--- config.mk ---
export PLATFORM = sky130hd
export DESIGN_NAME = instr_fetch
export DESIGN_NICKNAME = d
export VERILOG_FILES = /design/src/rtl/instr_fetch.sv
export SDC_FILE = /design/constraint.sdc
export NUM_CORES = 1
export LEC_CHECK = 0
export ABC_AREA = 1
export CAP_MARGIN = 20
export CELL_PAD_IN_SITES_DETAIL_PLACEMENT = 1
export CELL_PAD_IN_SITES_GLOBAL_PLACEMENT = 1
export CORE_UTILIZATION = 36
export DETAILED_ROUTE_END_ITERATION = 12
export GPL_TIMING_DRIVEN = 0
export PLACE_DENSITY = 0.89
export SLEW_MARGIN = 20
export SYNTH_ARGS = -nofsm -noshare
export SYNTH_HDL_FRONTEND = slang
export SYNTH_SLANG_ARGS = --single-unit
export TNS_END_PERCENT = 20
--- constraint.sdc ---
create_clock -name clk -period 3.2 [get_ports clk]
set_input_delay 0.64 -clock clk [delete_from_list [all_inputs] [get_ports clk]]
set_output_delay 0.64 -clock clk [all_outputs]
set_load 0.005 [all_outputs]
--- src/rtl/instr_fetch.sv ---
// ---------------------------------------------------------------------------
// instr_fetch -- instruction fetch unit with a held instruction register.
//
// Fetches one instruction at a time from instruction memory. The IR is held
// until downstream consumes it, and then the next pc is selected:
// jump > taken branch > pc+4.
//
// Parameters
//   RESET_PC        pc value loaded on reset
//   TIMEOUT_CYCLES  fetch watchdog limit (only with FETCH_TIMEOUT_EN)
//
// Ports
//   clk         clock, rising edge
//   resetN      asynchronous active-low reset
//   imemReq     instruction-memory read request
//   imemAddr    byte address of the requested instruction (= pc)
//   imemRdata   returned instruction word
//   imemValid   imemRdata valid this cycle
//   instr       held instruction register
//   opCode      instr[31:27]
//   instrValid  IR holds an unconsumed instruction
//   advance     downstream consumes IR this cycle
//   branch      branch decode for the held instruction
//   jump        jump decode for the held instruction
//   zero        ALU zero flag for the held instruction
//   pc          address of the held or in-flight instruction
//   fetchErr    one-cycle pulse on fetch timeout
//
// Build option
//   FETCH_TIMEOUT_EN  when defined, a watchdog pulses fetchErr after
//                     TIMEOUT_CYCLES fetch cycles without imemValid;
//                     otherwise fetchErr is tied to 0.
// ---------------------------------------------------------------------------
module instr_fetch #(
  parameter logic [31:0] RESET_PC       = 32'h0000_0000,
  parameter int unsigned TIMEOUT_CYCLES = 16
) (
  input  logic        clk,
  input  logic        resetN,
  output logic        imemReq,
  output logic [31:0] imemAddr,
  input  logic [31:0] imemRdata,
  input  logic        imemValid,
  output logic [31:0] instr,
  output logic [4:0]  opCode,
  output logic        instrValid,
  input  logic        advance,
  input  logic        branch,
  input  logic        jump,
  input  logic        zero,
  output logic [31:0] pc,
  output logic        fetchErr
);

  typedef enum logic [1:0] {
    S_IDLE  = 2'd0,
    S_FETCH = 2'd1,
    S_HOLD  = 2'd2
  } state_t;

  // A zero watchdog limit is meaningless; reject it at elaboration.
  if (TIMEOUT_CYCLES == 0) begin : g_bad_timeout
    $error("instr_fetch: TIMEOUT_CYCLES must be at least 1");
  end

  state_t      r_state;
  logic [31:0] r_pc;
  logic [31:0] r_instr;
  logic        r_instr_valid;
  logic        r_imem_req;

  logic [31:0] w_pc_plus4;
  logic [31:0] w_br_target;
  logic [31:0] w_jmp_target;
  logic [31:0] w_pc_next;

  // Next-pc selection; jump has priority over a taken branch.
  assign w_pc_plus4   = r_pc + 32'd4;
  assign w_br_target  = w_pc_plus4 + {{14{r_instr[15]}}, r_instr[15:0], 2'b00};
  assign w_jmp_target = {w_pc_plus4[31:28], r_instr[25:0], 2'b00};

  always_comb begin
    w_pc_next = w_pc_plus4;
    if (jump) begin
      w_pc_next = w_jmp_target;
    end else if (branch && zero) begin
      w_pc_next = w_br_target;
    end
  end

  // Fetch FSM with registered request / valid outputs.
  always_ff @(posedge clk or negedge resetN) begin
    if (!resetN) begin
      r_state       <= S_IDLE;
      r_pc          <= RESET_PC;
      r_instr       <= 32'h0;
      r_instr_valid <= 1'b0;
      r_imem_req    <= 1'b0;
    end else begin
      case (r_state)
        S_IDLE: begin
          r_state    <= S_FETCH;
          r_imem_req <= 1'b1;
        end
        S_FETCH: begin
          if (imemValid) begin
            r_instr       <= imemRdata;
            r_state       <= S_HOLD;
            r_imem_req    <= 1'b0;
            r_instr_valid <= 1'b1;
          end
        end
        S_HOLD: begin
          // branch/jump/zero only matter on the consuming edge
          if (advance) begin
            r_pc          <= w_pc_next;
            r_state       <= S_FETCH;
            r_imem_req    <= 1'b1;
            r_instr_valid <= 1'b0;
          end
        end
        default: begin
          r_state       <= S_IDLE;
          r_imem_req    <= 1'b0;
          r_instr_valid <= 1'b0;
        end
      endcase
    end
  end

`ifdef FETCH_TIMEOUT_EN
  localparam int unsigned CNT_W = (TIMEOUT_CYCLES > 1) ? $clog2(TIMEOUT_CYCLES) : 1;
  localparam logic [CNT_W-1:0] CNT_MAX = CNT_W'(TIMEOUT_CYCLES - 1);

  logic [CNT_W-1:0] r_wdog_cnt;
  logic [CNT_W-1:0] w_wdog_next;
  logic             r_fetch_err;

  assign w_wdog_next = (r_wdog_cnt == CNT_MAX) ? '0 : r_wdog_cnt + CNT_W'(1);

  // Watchdog: fetchErr is high in the cycle the count sits at its limit;
  // the request stays up at the same address.
  always_ff @(posedge clk or negedge resetN) begin
    if (!resetN) begin
      r_wdog_cnt  <= '0;
      r_fetch_err <= 1'b0;
    end else if ((r_state == S_FETCH) && !imemValid) begin
      r_wdog_cnt  <= w_wdog_next;
      r_fetch_err <= (w_wdog_next == CNT_MAX);
    end else begin
      r_wdog_cnt  <= '0;
      r_fetch_err <= 1'b0;
    end
  end

  assign fetchErr = r_fetch_err;
`else
  assign fetchErr = 1'b0;
`endif

  assign imemReq    = r_imem_req;
  assign imemAddr   = r_pc;
  assign pc         = r_pc;
  assign instr      = r_instr;
  assign opCode     = r_instr[31:27];
  assign instrValid = r_instr_valid;

endmodule

Word level (Yosys, flattened, before mapping)
Index checks and enable logic that the tools add are counted.
Storage, ports and cells
  output and inout port bits: 104
  register bits after elaboration: 68
  logic and storage cells: 29
  bits of input ports: 39
Cells by class
  reductions and logical operators: 6
  eq/ne operators: 4
  bitwise operators: 1
  multiplexer cells: 11
  add/subtract/negate cells: 2
Operators with widths (count)
  32-bit 2-to-1 mux: 2
  32-bit by 3-bit adder with 32-bit output (second input constant): 1
  32-bit adder: 1
  1-bit one-hot mux with 3 select lines: 2
  2-bit one-hot mux with 3 select lines: 1
  2-bit AND reduction: 3
  1-bit 2-to-1 mux: 4
  2-bit 2-to-1 mux: 2
  2-bit inequality test (second input constant): 2
  3-bit AND reduction: 1
  2-bit by 1-bit equality test with 1-bit output (second input constant): 1
  2-bit equality test (second input constant): 1
  2-bit zero test: 1
  1-bit logical AND: 1
  1-bit inverter: 1

Logic depth before layout (Yosys ltp)
  depth in word-level cells: 4
  depth in mapped cells: 24
  depth with buffers taken out: 24

Worst setup path after synthesis
OpenSTA, ideal clock, no wires.
  path kind: register to register
  start: register r_pc[3], in the netlist imemAddr[3]
  end: register r_pc[31], in the netlist imemAddr[31]
  slack: 0.555 ns
  arrival time: 2.529 ns
  stages on the path, launching flop included: 21
  buffers on the path: 0
  library setup time: 0.116 ns
  data required time: 3.084 ns
  clock period less this slack: 2.645 ns
  cells stage by stage: dfrtp_1 > ha_1 > nand3_1 > inv_1 > nand2_2 > nor2_4 > a31oi_1 > or2_2 > ha_1 > nand2_1 > inv_1 > a21oi_1 > nand2_1 > nand2_1 > nand2_1 > a21oi_1 > nand2_1 > nand3_1 > nand2_1 > nand2_1 > nand2_1
Between the ends
  longest elaborated chain between the ends: 4
RTL lines
  start, declared: line 67  | logic [31:0] r_pc;
  start signal, assigned: line 116  | r_pc <= w_pc_next;
  32-bit by 3-bit adder with 32-bit output (*): line 78  | assign w_pc_plus4 = r_pc + 32'd4;
  32-bit adder: line 79  | assign w_br_target = w_pc_plus4 + {{14{r_instr[15]}}, r_instr[15:0], 2'b00};
  32-bit 2-to-1 mux: line 86  | end else if (branch && zero) begin
  32-bit 2-to-1 mux (*): line 84  | if (jump) begin
Mark *: on every way between the ends. The rest lies on a longest branch, timed or not.
A chain may end at the register's enable or synchronous reset.

Worst setup path after layout
  start: register r_pc[24], in the netlist imemAddr[24]
  end: register r_pc[29], in the netlist imemAddr[29]
Same word-level chain as after synthesis.

==> out/results.ini <==
[cells_and_area]
fin_nets = 1229
n_antenna_cell = 0
final_common_cell = nand2_1
layout_common_cells = 306 x nand2_1, 135 x clkdlybuf4s50_1, 129 x inv_1
area_growth_pct = 37.4
n_fill_cell = 2248
final_layout_size_suffix_gt1_share_pct = 17.0

[timing]
fin_crit_sh_pct = 101
finalMaxSlewViolations = 0
setup_ws_ns = -0.0313
rsz0062_at_grt = yes
min_period_ns = 3.23
fmax_mhz = 309
skew_ns = 0.0116
whs_ns = 0.208
tightest_slew_ns = 1.21
slew_headroom_pct = 19.4
setup_viol = 4
hold_violations = 0

[grt]
overflow = 0
first_global_vias = 7567
grt_use_met3_pct = 4.86
antenna_found_initial = 0
grt_max_degree = 43
grt_use_met1_pct = 36.6
grt_usage_pct = 29.4
use_met2_pct = 50.2
grt_pass1_wl_um = 40900
grt_busiest_layer = met2

[drt]
drtAntennaViolNets = 0
routed-via-count = 7671
vias_per_cell = 5.55
dr.pass1.iters = 5
wl_per_cell_um = 21.4
drtIter0Drc = 460
routed_wl_um = 29600
drc = 0

[clocking]
clk_latency_ns = 0.35
cts.path.max_buffers = 2
cts_tree = done
clk_pin_slew_ns = 0.07
cts_made_buffers = 9
cts_root_buf = clkbuf_16
cts.sinks = 65
cts_htree_levels = 3
holdBufCountCts = 0

[floorplanning]
initial_core_util_pct = 37.0
ios = 143
coreArea_mm2 = 0.0173
num_rows = 48
dieArea_mm2 = 0.0183
dieHeight_um = 135
die_w_um = 135

[logic_synthesis]
synth_top_area_cell = dfrtp_1
ys_warn_count = 0
synth_seq_cells = 65
synth_area_leaders = dfrtp_1 25%, nand2_1 18%, inv_1 7.6%
syn_area_mm2 = 0.00639
yosysUniqueCellTypes = 45
synth-edff-count = 0
synth_cells = 986
ys_seq_area_share_pct = 25.4
ys_async_sr_fraction_pct = 100
synth.avg_cell_area_um2 = 6.48
synthFlopType = dfrtp_1
synth.top_cell.area_share_pct = 25.4

[worst_hold_path]
hold_class = input port to asynchronous set/reset pin

[flow_run]
maxCapViolations = 0

[critical_path]
critPathLaunchType = flop
arrival_ns = 3.46
worstPathRequired_ns = 3.43
cp_max_fo = 6
cp-end-kind = flop
worstSetupPathType = flop to flop

[pwr]
ir_drop_uv = 649
p_leak_nw = 4.35
power.total_mw = 11.1
p_per_area_mw_per_mm2 = 1260

[placed_design]
gp_congestion = 0.918
portBuffers = 136
dp_hpwl_um = 20400

[run_status]
status = finished, violations left
failed_checks = setup timing

-- per-layer routing --
layer / vias up / routed length [µm]
met3: 95 / 1870
met4: 0 / 1150
met2: 357 / 14300
li1: 3413 / -
met5: - / 0
met1: 3806 / 12300
-- registers in the layout, indices dropped and copies added (netlist names) --
name and flops:
instr 32, imemAddr 30, instrValid 1, r_state 1, imemReq 1
-- what timing repair did --
| action | 4_1_cts | 5_1_grt |
|---|---|---|
| gates resized for setup | 15 | 57 |
| buffers inserted | 0 | 14 |
| pin swaps | 0 | 11 |
| setup endpoints to repair | 10 | 19 |
-- report_power, final --
part	internal (mW)	switching, mW	total, mW
Sequential	1.24	0.827	2.07
Clock	0.707	0.436	1.14
Combinational	3.41	4.46	7.86
Total	5.35	5.72	11.1
-- cells by family after synthesis --
group	after synthesis	synth area share, %
muxes	24	4.23
DFF	65	25.4
adders and majority gates	38	7.56
other	1	0.0587
buffers and inverters	193	13.8
and+or+nand+nor	537	36.5
xor gates and xnor gates	25	3.54
AOI/OAI and AO/OA	103	8.87
-- cells in the mapped netlist, types with 3 or more instances --
cell type,count
nand2_1,311
inv_1,130
nor2_1,90
nand3_1,75
dfrtp_1,65
a21oi_1,64
buf_4,40
ha_1,37
mux2_2,24
xor2_1,19
clkbuf_1,16
o21ai_0,16
nand4_1,13
nor3_1,11
nand2_2,6
o211ai_1,5
o21bai_1,5
xnor2_1,5
buf_2,4
nand3b_1,4
nor2_2,4
o22ai_1,4
or2_2,4
and2_1,3
nor2_4,3
o21ai_1,3
-- final cells by class --
type                            count  area [µm²]  area share, %
Buffer                             61         384           4.37
Clock buffer                       10         239           2.72
Clock inverter                      6        90.1           1.03
Inverter                          132         495           5.64
Multi-Input combinational cell    732        4160           47.4
Sequential cell                    65        1650           18.7
Tap cell                          225         282           3.21
Timing Repair Buffer              151        1480           16.9
-- worst paths after layout --
kind | from | endpoint | slack, ns | depth (start not counted)
worst max-delay path | imemAddr[24] | imemAddr[29] | -0.03 | 18
worst min-delay path | resetN | instr[0] | 0.21 | 1
worst max register to register | imemAddr[24] | imemAddr[29] | -0.03 | 18
worst min register to register | instr[26] | instr[26] | 0.51 | 1
max in group asynchronous | resetN | imemAddr[28] | 2.41 | 2
min in group clk | instr[26] | instr[26] | 0.51 | 1
-- per-stage QoR --
| step | worst slack (ns) | instance area, µm² | utilization (%) | setup TNS [ns] | std cells |
|---|---|---|---|---|---|
| after floorplan | 0.555 | 6410 | - | 0 | 990 |
| after global placement | -0.755 | 8050 | 46.5 | -48.76 | 1351 |
| after detailed placement | -0.192 | 8070 | 46.6 | -0.814 | 1352 |
| after CTS | 0.00416 | 8450 | 48.9 | 0 | 1368 |
| after global routing | -0.283 | 8780 | 50.8 | -2.20 | 1382 |
| final | -0.0313 | 8780 | 50.8 | -0.0611 | 1382 |
-- worst max-delay path, stage by stage, from the launching register on --
cell	delay, ns
dfrtp_1	0.51
nand2_1	0.19
nor2_1	0.21
nor4b_1	0.49
nand2_1	0.11
nand2_1	0.09
nand2_1	0.10
ha_1	0.37
nand2_1	0.12
nor2_1	0.16
nand2_1	0.08
nor2_1	0.11
nand2_1	0.10
nand2_1	0.09
nand2_1	0.05
nand3_1	0.08
nand2_1	0.10
nand2_1	0.07
nand2_1	0.05
Note: power is estimated with default switching activity, not from simulation.
